## src/rtl/ysyx_24100012_wbu_pkg.sv

```systemverilog
// Shared constants for the write-back unit: index width default, load funct3
// encodings and the reset values of the register file write port.
package ysyx_24100012_wbu_pkg;
    localparam int IDX_W_DEF = 5;

    localparam logic [2:0] F3_LB  = 3'b000;
    localparam logic [2:0] F3_LH  = 3'b001;
    localparam logic [2:0] F3_LW  = 3'b010;
    localparam logic [2:0] F3_LBU = 3'b100;
    localparam logic [2:0] F3_LHU = 3'b101;

    localparam logic        RST_WEN   = 1'b0;
    localparam int unsigned RST_INDEX = 0;
    localparam int unsigned RST_DATA  = 0;
endpackage

```

## src/rtl/ysyx_24100012_load_fmt.sv

```systemverilog
// Load data formatter: picks the byte/half lane out of an aligned memory word
// and sign/zero extends it; unknown funct3 falls through as a word load.
module ysyx_24100012_load_fmt
    import ysyx_24100012_wbu_pkg::*;
#(
    parameter int WIDTH = 32
) (
    input  logic [WIDTH-1:0] rdata,
    input  logic [2:0]       funct3,
    input  logic [1:0]       addr_lo,
    output logic [WIDTH-1:0] data,
    output logic             illegal
);
    logic [7:0]  byte_sel;
    logic [15:0] half_sel;

    always_comb begin
        case (addr_lo)
            2'd0:    byte_sel = rdata[7:0];
            2'd1:    byte_sel = rdata[15:8];
            2'd2:    byte_sel = rdata[23:16];
            default: byte_sel = rdata[31:24];
        endcase
        half_sel = addr_lo[1] ? rdata[31:16] : rdata[15:0];
    end

    always_comb begin
        illegal = 1'b0;
        case (funct3)
            F3_LB:   data = {{(WIDTH-8){byte_sel[7]}}, byte_sel};
            F3_LH:   data = {{(WIDTH-16){half_sel[15]}}, half_sel};
            F3_LW:   data = rdata;
            F3_LBU:  data = {{(WIDTH-8){1'b0}}, byte_sel};
            F3_LHU:  data = {{(WIDTH-16){1'b0}}, half_sel};
            default: begin
                data    = rdata;
                illegal = 1'b1;
            end
        endcase
    end
endmodule

```

## src/rtl/ysyx_24100012_wbu.sv

```systemverilog
// Write-back unit: arbitrates ALU/LSU results (LSU first), registers one
// register file write per cycle and tracks per-register busy bits for decode.
module ysyx_24100012_wbu
    import ysyx_24100012_wbu_pkg::*;
#(
    parameter int WIDTH = 32,
    parameter int N_REG = 32,
    parameter int IDX_W = IDX_W_DEF
) (
    input  logic             clk,
    input  logic             rst,
    input  logic             issue_valid,
    output logic             issue_ready,
    input  logic [IDX_W-1:0] issue_rs1,
    input  logic [IDX_W-1:0] issue_rs2,
    input  logic             issue_rs1_en,
    input  logic             issue_rs2_en,
    input  logic             issue_rd_en,
    input  logic [IDX_W-1:0] issue_rd,
    input  logic             alu_valid,
    output logic             alu_ready,
    input  logic [IDX_W-1:0] alu_rd,
    input  logic [WIDTH-1:0] alu_data,
    input  logic             lsu_valid,
    output logic             lsu_ready,
    input  logic [IDX_W-1:0] lsu_rd,
    input  logic [WIDTH-1:0] lsu_rdata,
    input  logic [2:0]       lsu_funct3,
    input  logic [1:0]       lsu_addr_lo,
    output logic             RegWEn,
    output logic [IDX_W-1:0] RegWriteIndex,
    output logic [WIDTH-1:0] RegWriteData,
    output logic             wb_err
);
    localparam int NB = 2**IDX_W;

    // Busy bits span the whole index space; indices >= N_REG are never set,
    // so they always read as free and an out-of-range result flags an error.
    logic [NB-1:0]    busy, busy_nxt, in_range;
    logic [WIDTH-1:0] fmt_data, sel_data;
    logic [IDX_W-1:0] sel_rd;
    logic             fmt_illegal, acc_lsu, acc_alu, acc, wr_ok, err_now, issue_fire;

    for (genvar i = 0; i < NB; i++) begin : g_range
        assign in_range[i] = (i < N_REG) ? 1'b1 : 1'b0;
    end

    ysyx_24100012_load_fmt #(.WIDTH(WIDTH)) u_load_fmt (
        .rdata   (lsu_rdata),
        .funct3  (lsu_funct3),
        .addr_lo (lsu_addr_lo),
        .data    (fmt_data),
        .illegal (fmt_illegal)
    );

    assign issue_ready = !((issue_rs1_en && busy[issue_rs1]) ||
                           (issue_rs2_en && busy[issue_rs2]) ||
                           (issue_rd_en  && busy[issue_rd]));
    assign issue_fire  = issue_valid && issue_ready && issue_rd_en &&
                         (issue_rd != '0) && in_range[issue_rd];

    assign lsu_ready = 1'b1;
    assign alu_ready = !lsu_valid;
    assign acc_lsu   = lsu_valid;
    assign acc_alu   = alu_valid && !lsu_valid;
    assign acc       = acc_lsu || acc_alu;
    assign sel_rd    = acc_lsu ? lsu_rd : alu_rd;
    assign sel_data  = acc_lsu ? fmt_data : alu_data;
    assign wr_ok     = (sel_rd != '0) && in_range[sel_rd];
    assign err_now   = acc && (((sel_rd != '0) && !busy[sel_rd]) ||
                               (acc_lsu && fmt_illegal));

    // Set after clear so a forced same-index set/clear keeps the bit set.
    always_comb begin
        busy_nxt = busy;
        if (RegWEn)
            busy_nxt[RegWriteIndex] = 1'b0;
        if (issue_fire)
            busy_nxt[issue_rd] = 1'b1;
        busy_nxt[0] = 1'b0;
    end

    always_ff @(posedge clk or posedge rst) begin
        if (rst) begin
            RegWEn        <= RST_WEN;
            RegWriteIndex <= IDX_W'(RST_INDEX);
            RegWriteData  <= WIDTH'(RST_DATA);
            wb_err        <= 1'b0;
            busy          <= '0;
        end else begin
            RegWEn <= acc && wr_ok;
            if (acc) begin
                RegWriteIndex <= sel_rd;
                RegWriteData  <= sel_data;
            end
            if (err_now)
                wb_err <= 1'b1;
            busy <= busy_nxt;
        end
    end
endmodule

```

## config.mk

```make
export PLATFORM = sky130hd
export DESIGN_NAME = ysyx_24100012_wbu
export DESIGN_NICKNAME = d
export VERILOG_FILES = /design/src/rtl/ysyx_24100012_wbu_pkg.sv /design/src/rtl/ysyx_24100012_load_fmt.sv /design/src/rtl/ysyx_24100012_wbu.sv
export SDC_FILE = /design/constraint.sdc
export NUM_CORES = 1
export LEC_CHECK = 0
export ABC_AREA = 1
export BUFFER_PORTS_ARGS = -buffer_cell sky130_fd_sc_hd__buf_2
export CELL_PAD_IN_SITES_DETAIL_PLACEMENT = 0
export CELL_PAD_IN_SITES_GLOBAL_PLACEMENT = 1
export CORE_ASPECT_RATIO = 0.75
export CORE_MARGIN = 10
export CORE_UTILIZATION = 31
export DETAILED_ROUTE_END_ITERATION = 16
export HOLD_SLACK_MARGIN = 0.06
export PLACE_DENSITY = 0.84
export SLEW_MARGIN = 20
export SYNTH_ARGS = -nofsm -noshare
export SYNTH_HDL_FRONTEND = slang
export SYNTH_SLANG_ARGS = --single-unit
```

## constraint.sdc

```tcl
create_clock -name clk -period 2 [get_ports clk]
set_input_delay 0.2 -clock clk [delete_from_list [all_inputs] [get_ports clk]]
set_output_delay 0.2 -clock clk [all_outputs]
set_load 0.02 [all_outputs]
```

==> flow_metrics.env, run 1 <==
export IMPL_outcome="complete, but fails checks"
export IMPL_violations="negative setup slack"
export IMPL_ys_seq_area_share_pct=33.9
export IMPL_cpPeakStageDelay_ns=0.39
export IMPL_drtIter0Drc=715
export IMPL_synthTopCellsByCount="nand2_1, nand3_1, o21ai_0"
export IMPL_setup_ws_ns=-0.0110
export IMPL_core_rowCount=40
export IMPL_synth_top_area_share_pct=33.9
export IMPL_path_class="reg2out"
export IMPL_synth_edf_count=0
export IMPL_synthTopCellsByArea="dfrtp_1, nand2_1, nand3_1"
export IMPL_die_w_um=169
export IMPL_ys_ff_latch=70
export IMPL_dp_hpwl_mm=17.0
export IMPL_cts_root_buf="clkbuf_16"
export IMPL_synth_cells=818
export IMPL_hp_class="in2reg"
export IMPL_fin_cells=1194
export IMPL_cap_violations=0
export IMPL_yosys_cell_types_count=30
export IMPL_grt_pass1_wl_mm=34.4
export IMPL_die_h_um=132
export IMPL_max_slew_margin_pct=63.3
export IMPL_avgViaCountPerCell=5.25
export IMPL_p_leak_nw=3.36
export IMPL_r2r_start="busy[12]$_DFF_PP0_"
export IMPL_syn_mean_instance_area_um2=6.32
export IMPL_finalCritPeriodShare_pct=101
export IMPL_dieArea_mm2=0.0223
export IMPL_grt_overflow=0
export IMPL_cts_made_buffers=9
export IMPL_cp_top_family="simple AND/OR/NAND/NOR gates"
export IMPL_grt_pass1_vias=5936
export IMPL_synth_top_family_by_area="simple AND/OR/NAND/NOR gates"
export IMPL_cpMaxStageDelayCell="dfrtp_1"
export IMPL_path_cells="buf_6 -> buf_4 -> nand2_1 -> nand3_1 -> nand3_1 -> nand2_1 -> nand2_1 -> nand3_1 -> nand2_1 -> nor2_2 -> nor2_4 -> buf_6"
export IMPL_peakVddDrop_mv=0.420
export IMPL_hp_start="lsu_rdata[2]"
export IMPL_synth_compound_area_share_pct=18.9
export IMPL_synth_xor_area_share_pct=0
export IMPL_fmax_ghz=0.497
export IMPL_crit_path_start_kind="flop"
export IMPL_syn_num_nets=920
export IMPL_clk_pin_slew_worst_paths_ns=0.06
export IMPL_tritoncts="yes"
export IMPL_layout_drive_gt1_share_pct=24.9
export IMPL_ios=144
export IMPL_hold_violations=0
export IMPL_yosysWarningCount=0
export IMPL_dp_cells=1165
export IMPL_crit_required_ns=1.80
export IMPL_crit_start="busy[23]$_DFF_PP0_"
export IMPL_drv_slew=0
export IMPL_final_nets=1081
export IMPL_synth_fa_ha_area_share_pct=0
export IMPL_cp_max_fo=3
export IMPL_clk_latency_ns=0.34
export IMPL_gp_congestion=0.964
export IMPL_synth_ff_type="dfrtp_1"
export IMPL_grt_total_usage_pct=19.1
export IMPL_synth_most_common_cell="nand2_1"
export IMPL_portBuffers=142
export IMPL_critPathCaptureType="primary output"
export IMPL_synthSimpleGateAreaFrac_pct=36.8
export IMPL_muxShareOfSynthArea_pct=0.387
export IMPL_grt_max_degree=39
export IMPL_total_power_mw=6.35
export IMPL_p_per_area_mw_per_mm2=944
export IMPL_fin_crit_ns=2.01
export IMPL_syn_cell_area_mm2=0.00517
export IMPL_wire_per_inst_um=18.4
export IMPL_setup_violations=1
export IMPL_cts_htree_levels=3
export IMPL_clock_sinks=70
export IMPL_initial_core_util_pct=32.0
export IMPL_skew_ns=0.00753
export IMPL_antenna_found_initial=1
export IMPL_core_mm2=0.0162
export IMPL_vias=6272
export IMPL_worst_pin_slew_ns=0.545
export IMPL_synth_top_cell_by_area="dfrtp_1"
export IMPL_critical_path_most_common_cell="nand2_1"
export IMPL_path_buf_inv=3
export IMPL_synthToLayoutAreaGrowth_pct=30.2
export IMPL_final_antenna_net_count=0
export IMPL_synthArstFlopShare_pct=100
export IMPL_rsz0062_at_grt="true"
export IMPL_routed_wl_mm=22.0
export IMPL_drc=0
export IMPL_cts_path_max_buffers=2
export IMPL_first_pass_iters=7
export IMPL_cp_data_arrival_time_ns=1.81
export IMPL_antenna_cells=0
## area by class of cell
class	instances	area (µm²)
fillers	1764	9440
multi-input cells	629	2920
flip-flops and latches	70	1770
repair buffers	191	1190
inverters	78	293
well taps	210	263
clock buffers	12	256
clock inverters	4	45.0
## cells in the final DEF (no fill, tap or decap), types with 15 or more instances in the layout
master and n:
buf_4 38, nor2_1 76, buf_2 141, a21oi_1 17, inv_1 60, dfrtp_2 15, nand2_1 240, nand3_1 117
inv_2 15, dfrtp_1 55, o211ai_1 25, o21ai_0 92
## stage by stage
stage	utilization [%]	worst slack (ns)	area, µm²	hold slack, ns	setup TNS [ns]
floorplan	-	0.0318	5170	0.358	0
global placement	38.7	-0.0210	6260	0.253	-0.0441
detailed placement	38.7	-0.0109	6260	0.260	-0.0231
CTS	41.3	-0.00757	6680	0.119	-0.00757
global route	41.6	-0.125	6730	0.138	-0.131
finish	41.6	-0.0110	6730	0.132	-0.0110
## cells by family (layout without fill, tap and decap cells)
kind of cell           count (synthesis)  in the layout
muxes                                  2              2
DFF                                   70             70
AOI/OAI and AO/OA                    170            170
and+or+nand+nor                      456            456
other                                  1              1
buffers and inverters                119            285
## repair_timing
item	4_1_cts	5_1_grt
hold buffers	1	0
pin swaps	10	8
resized for setup	35	13
endpoints found under the setup margin	1	32
cloned	0	0
setup buffers	10	4
endpoints found under the hold margin	19	0
## final timing paths
| check | to | slack [ns] | cells after the start |
|---|---|---|---|
| setup / recovery | issue_ready | -0.01 | 12 |
| hold / removal | RegWriteData[2]$_DFFE_PP0P_ | 0.13 | 3 |
| setup reg to reg | busy[5]$_DFF_PP0_ | 0.11 | 12 |
| hold reg to reg | wb_err$_DFFE_PP0P_ | 0.47 | 2 |
| max in group asynchronous | busy[25]$_DFF_PP0_ | 0.96 | 4 |
| min in group asynchronous | RegWriteData[11]$_DFFE_PP0P_ | 0.43 | 3 |
## registers in the layout, summed over array words and instances (netlist names)
register / cells
busy: 31
RegWriteData: 32
wb_err: 1
RegWriteIndex: 5
RegWEn: 1
## where the power goes
group / switching (mW) / leakage, nW / internal, mW / total [mW]
logic: 1.41 / 2.39 / 0.943 / 2.35
clock network: 0.621 / 0.152 / 1.03 / 1.65
registers: 0.551 / 0.824 / 1.80 / 2.35
## routing by layer
metal,vias to the layer above,part of all wire [%],global-route usage [%]
met2,293,41,25.3
li1,3051,-,-
met4,0,1.1,5.02
met3,17,9.7,6.02
met1,2911,48,28.5
met5,-,0,0
## worst min-delay path, delay by kind of cell
| family | cells | cell delay, ns |
|---|---|---|
| AND/OR/NAND/NOR | 1 | 0.06 |
| AO/OA/AOI/OAI | 1 | 0.07 |
| buffers and inverters | 1 | 0.10 |
Note: power is estimated with default switching activity, not from simulation.
==> run 2, diff against run 1 <==
--- a/config.mk
+++ b/config.mk
@@ -11,10 +11,10 @@
 export CELL_PAD_IN_SITES_GLOBAL_PLACEMENT = 1
 export CORE_ASPECT_RATIO = 0.75
 export CORE_MARGIN = 10
-export CORE_UTILIZATION = 31
+export CORE_UTILIZATION = 25
 export DETAILED_ROUTE_END_ITERATION = 16
 export HOLD_SLACK_MARGIN = 0.06
-export PLACE_DENSITY = 0.84
+export PLACE_DENSITY = 0.72
 export SLEW_MARGIN = 20
 export SYNTH_ARGS = -nofsm -noshare
 export SYNTH_HDL_FRONTEND = slang
==> flow_metrics.env, run 2 (same netlist as run 1, synthesis figures left out) <==
export IMPL_routed_wl_mm=24.0
export IMPL_r2r_start="busy[23]$_DFF_PP0_"
export IMPL_clock_sinks=70
export IMPL_drc=0
export IMPL_crit_path_start_kind="flop"
export IMPL_p_leak_nw=3.42
export IMPL_antenna_found_initial=0
export IMPL_grt_total_usage_pct=17.2
export IMPL_cpMaxStageDelayCell="dfrtp_2"
export IMPL_largest_reg_flops=32
export IMPL_die_h_um=145
export IMPL_cts_path_max_buffers=2
export IMPL_ios=144
export IMPL_grt_pass1_wl_mm=35.5
export IMPL_setup_ws_ns=-0.0464
export IMPL_initial_core_util_pct=25.5
export IMPL_rrSetupSlack_ns=0
export IMPL_r2r_worst_path_cells=15
export IMPL_avgViaCountPerCell=5.12
export IMPL_core_rowCount=45
export IMPL_clk_latency_ns=0.34
export IMPL_setup_violations=1
export IMPL_grt_pass1_vias=5879
export IMPL_final_common_cell="nand2_1"
export IMPL_gp_congestion=0.950
export IMPL_cp_max_fo=4
export IMPL_final_cell_mix="nand2_1, buf_2, nand3_1, o21ai_0, nor2_1"
export IMPL_skew_ns=0.00516
export IMPL_hold_depth=3
export IMPL_portBuffers=142
export IMPL_drtIter0Drc=659
export IMPL_dp_hpwl_mm=18.3
export IMPL_reg2reg_to="busy[20]$_DFF_PP0_"
export IMPL_cts_root_buf="clkbuf_16"
export IMPL_crit_required_ns=1.80
export IMPL_max_slew_margin_pct=64.3
export IMPL_fin_crit_ns=2.05
export IMPL_synthToLayoutAreaGrowth_pct=33.4
export IMPL_setup_tns_ns=-0.0464
export IMPL_hp_start="lsu_rdata[6]"
export IMPL_cts_made_buffers=9
export IMPL_die_w_um=186
export IMPL_fin_cells=1246
export IMPL_drv_slew=0
export IMPL_dieArea_mm2=0.0269
export IMPL_worst_pin_slew_ns=0.536
export IMPL_cpPeakStageDelay_ns=0.43
export IMPL_grt_max_degree=71
export IMPL_path_cells="buf_4 -> inv_1 -> nand2_1 -> nand3_1 -> nand3_1 -> nand3_1 -> nand3_1 -> nand3_1 -> nand2_2 -> nor2_4 -> buf_6"
export IMPL_wire_per_inst_um=19.2
export IMPL_core_mm2=0.0203
export IMPL_fmax_ghz=0.489
export IMPL_dp_cells=1220
export IMPL_p_per_area_mw_per_mm2=943
export IMPL_final_nets=1085
export IMPL_top_regs="RegWriteData (32), busy (31), RegWriteIndex (5)"
export IMPL_peakVddDrop_mv=0.382
export IMPL_outcome="complete, but fails checks"
export IMPL_critPathCaptureType="primary output"
export IMPL_clk_pin_slew_worst_paths_ns=0.06
export IMPL_path_class="reg2out"
export IMPL_hp_class="in2reg"
export IMPL_hold_violations=0
export IMPL_tritoncts="yes"
export IMPL_cap_violations=0
export IMPL_violations="negative setup slack"
export IMPL_antenna_cells=0
export IMPL_cts_htree_levels=3
export IMPL_critical_path_most_common_cell="nand3_1"
export IMPL_largest_register="RegWriteData"
export IMPL_grt_overflow=0
export IMPL_final_util_pct=34.0
export IMPL_layout_drive_gt1_share_pct=23.6
export IMPL_final_antenna_net_count=0
export IMPL_min_to="RegWriteData[6]$_DFFE_PP0P_"
export IMPL_vias=6379
export IMPL_first_pass_iters=5
export IMPL_cp_data_arrival_time_ns=1.85
export IMPL_rsz0062_at_grt="true"
export IMPL_finalCritPeriodShare_pct=102
run 2: worst max-delay path, delay by kind of cell (launching register included):
family | cells | cell delay (ns)
and+or+nand+nor | 8 | 0.71
DFF | 1 | 0.43
buffers and inverters | 3 | 0.36
run 2: metal layers:
metal	GRT usage [%]	part of all wire, %	up-vias
li1	-	-	3060
met1	25.1	48	3003
met2	23.4	41	295
met3	5.69	9.9	21
met4	4.32	1.2	0
met5	0	0	-
run 2: worst max path at each step:
stage               slack, ns               start  cells past startpoint                  to
finish                  -0.05  busy[23]$_DFF_PP0_                     11         issue_ready
global route            -0.15  busy[24]$_DFF_PP0_                     13         issue_ready
CTS                     -0.08  busy[24]$_DFF_PP0_                     13         issue_ready
detailed placement      -0.14         issue_rd[0]                     14  busy[20]$_DFF_PP0_
global placement        -0.16         issue_rd[0]                     14  busy[20]$_DFF_PP0_
floorplan                0.03                 rst                      1    RegWEn$_DFF_PP0_
run 2: what timing repair did:
action	CTS	global route
pin swaps	14	7
hold endpoints to repair	70	0
buffers inserted	4	4
hold buffers	1	0
gates resized for setup	17	13
cloned	0	2
endpoints found under the setup margin	1	32
run 2: report_power, final:
group,internal [mW],switching [mW]
logic,0.965,1.48
clock network,1.13,0.620
registers,1.79,0.513
run 2: through the flow:
| stage | power [mW] | cell area [µm²] | hold WS (ns) | setup WS [ns] |
|---|---|---|---|---|
| after floorplan | 3.35 | 5170 | 0.358 | 0.0318 |
| after global placement | 4.47 | 6400 | 0.319 | -0.163 |
| after detailed placement | 4.47 | 6400 | 0.319 | -0.139 |
| after CTS | 6.35 | 6780 | 0.125 | -0.0776 |
| after global routing | 6.88 | 6890 | 0.143 | -0.152 |
| final | 6.50 | 6890 | 0.139 | -0.0464 |
run 2: final cells by class:
cell class,count,area [µm²]
clock buffers,13,250
clock inverters,3,67.6
fillers,2259,13400
inverters,78,295
multi-input cells,629,2930
flip-flops and latches,70,1760
well taps,258,323
repair buffers,195,1270
==> run 3, diff against run 2 <==
--- a/config.mk
+++ b/config.mk
@@ -15,6 +15,7 @@
 export DETAILED_ROUTE_END_ITERATION = 16
 export HOLD_SLACK_MARGIN = 0.06
 export PLACE_DENSITY = 0.72
+export RECOVER_POWER = 25
 export SLEW_MARGIN = 20
 export SYNTH_ARGS = -nofsm -noshare
 export SYNTH_HDL_FRONTEND = slang
==> flow_metrics.env, run 3 (same netlist as run 1, synthesis figures left out) <==
export IMPL_outcome="complete, but fails checks"
export IMPL_violations="negative setup slack"
export IMPL_fmax_ghz=0.490
export IMPL_die_h_um=145
export IMPL_cap_violations=0
export IMPL_grt_max_degree=71
export IMPL_cpPeakStageDelay_ns=0.43
export IMPL_setup_ws_ns=-0.0428
export IMPL_max_slew_margin_pct=31.3
export IMPL_final_nets=1085
export IMPL_worst_pin_slew_ns=1.03
export IMPL_drc=0
export IMPL_antenna_cells=0
export IMPL_drv_slew=0
export IMPL_clk_latency_ns=0.34
export IMPL_dp_slack_ns=-0.139
export IMPL_p_leak_nw=3.41
export IMPL_cts_path_max_buffers=2
export IMPL_final_antenna_net_count=0
export IMPL_critical_path_most_common_cell="nand3_1"
export IMPL_final_common_cell="nand2_1"
export IMPL_path_class="reg2out"
export IMPL_antenna_found_initial=0
export IMPL_peakVddDrop_mv=0.380
export IMPL_clock_sinks=70
export IMPL_cpMaxStageDelayCell="dfrtp_2"
export IMPL_avgViaCountPerCell=5.12
export IMPL_rsz0062_at_grt="true"
export IMPL_hp_class="in2reg"
export IMPL_crit_path_start_kind="flop"
export IMPL_portBuffers=142
export IMPL_cts_htree_levels=3
export IMPL_dp_cells=1220
export IMPL_total_power_mw=6.49
export IMPL_fin_crit_ns=2.04
export IMPL_final_cell_mix="nand2_1, buf_2, nand3_1, o21ai_0, nor2_1"
export IMPL_wire_per_inst_um=19.2
export IMPL_first_pass_iters=5
export IMPL_core_mm2=0.0203
export IMPL_grt_pass1_vias=5879
export IMPL_hold_violations=0
export IMPL_core_rowCount=45
export IMPL_synthToLayoutAreaGrowth_pct=33.1
export IMPL_finalCritPeriodShare_pct=102
export IMPL_die_w_um=186
export IMPL_drtIter0Drc=640
export IMPL_tritoncts="yes"
export IMPL_layout_drive_gt1_share_pct=23.5
export IMPL_dp_hpwl_mm=18.3
export IMPL_grt_pass1_wl_mm=35.5
export IMPL_skew_ns=0.00473
export IMPL_cp_data_arrival_time_ns=1.84
export IMPL_initial_core_util_pct=25.5
export IMPL_fin_cells=1246
export IMPL_p_per_area_mw_per_mm2=943
export IMPL_gp_congestion=0.950
export IMPL_routed_wl_mm=24.0
export IMPL_crit_required_ns=1.80
export IMPL_dieArea_mm2=0.0269
export IMPL_largest_reg_flops=32
export IMPL_grt_total_usage_pct=17.2
export IMPL_cts_root_buf="clkbuf_16"
export IMPL_ios=144
export IMPL_largest_register="RegWriteData"
export IMPL_cp_max_fo=4
export IMPL_top_regs="RegWriteData (32), busy (31), RegWriteIndex (5)"
export IMPL_clk_pin_slew_worst_paths_ns=0.06
export IMPL_vias=6379
export IMPL_path_cells="buf_4 -> inv_1 -> nand2_1 -> nand3_1 -> nand3_1 -> nand3_1 -> nand3_1 -> nand3_1 -> nand2_2 -> nor2_4 -> buf_6"
export IMPL_setup_violations=1
export IMPL_critPathCaptureType="primary output"
export IMPL_setup_tns_ns=-0.0428
export IMPL_cts_made_buffers=9
export IMPL_whs_ns=0.139
export IMPL_grt_overflow=0
[run 3: cell count changes in the layout (fill, tap and decap cells not counted)]
cell	delta
inv_2	-1
inv_1	+1
buf_12	-1
clkbuf_4	+1
[run 3: area by class of cell]
type	count	area, µm²
Clock buffer	13	250
Clock inverter	3	67.6
Fill cell	2260	13400
Inverter	78	295
Multi-Input combinational cell	629	2930
Sequential cell	70	1760
Tap cell	258	323
Timing Repair Buffer	195	1250
[run 3: path summary, 6_finish.rpt]
check                                        start                            to  slack, ns  cells past startpoint
worst max register to register  busy[23]$_DFF_PP0_             busy[6]$_DFF_PP0_          0                     15
worst min-delay path                  lsu_rdata[4]   RegWriteData[4]$_DFFE_PP0P_       0.14                      3
max in group asynchronous                      rst            busy[23]$_DFF_PP0_       0.51                      4
min in group asynchronous                      rst  RegWriteData[10]$_DFFE_PP0P_       0.74                      4
worst max-delay path            busy[23]$_DFF_PP0_                   issue_ready      -0.04                     11
worst min register to register  wb_err$_DFFE_PP0P_            wb_err$_DFFE_PP0P_       0.48                      2
[run 3: report_power, final]
group          internal [mW]  total, mW  switching, mW  leakage [nW]
clock                   1.13       1.75          0.618         0.150
sequential              1.79       2.30          0.510         0.831
combinational          0.961       2.44           1.48          2.43
total                   3.88       6.49           2.61          3.41
[run 3: critical path, delay by kind of cell (launching register included)]
kind	cells	cell delay, ns
flops	1	0.43
simple gates	8	0.71
buf+inv	3	0.36
[run 3: metal layers]
metal	share of wire (%)	track usage [%]	wire length, µm	vias to the layer above
met2	41	23.4	9840	302
met4	1.2	4.32	295	0
li1	-	-	-	3059
met5	0	0	0	-
met1	47	25.1	11300	2995
met3	11	5.69	2520	23
[run 3: timing repair]
action,CTS,global route
endpoints found under the hold margin,70,0
buffers inserted,4,4
endpoints found under the setup margin,1,32
gates cloned,0,2
hold buffers,1,0
pin swaps,14,7
resized for setup,17,13
[run 3: through the flow]
stage | instance area, µm² | util, %
6_report | 6880 | 33.9
3_3_place_gp | 6400 | 31.6
5_1_grt | 6880 | 33.9
2_1_floorplan | 5170 | -
3_5_place_dp | 6400 | 31.6
4_1_cts | 6780 | 33.5
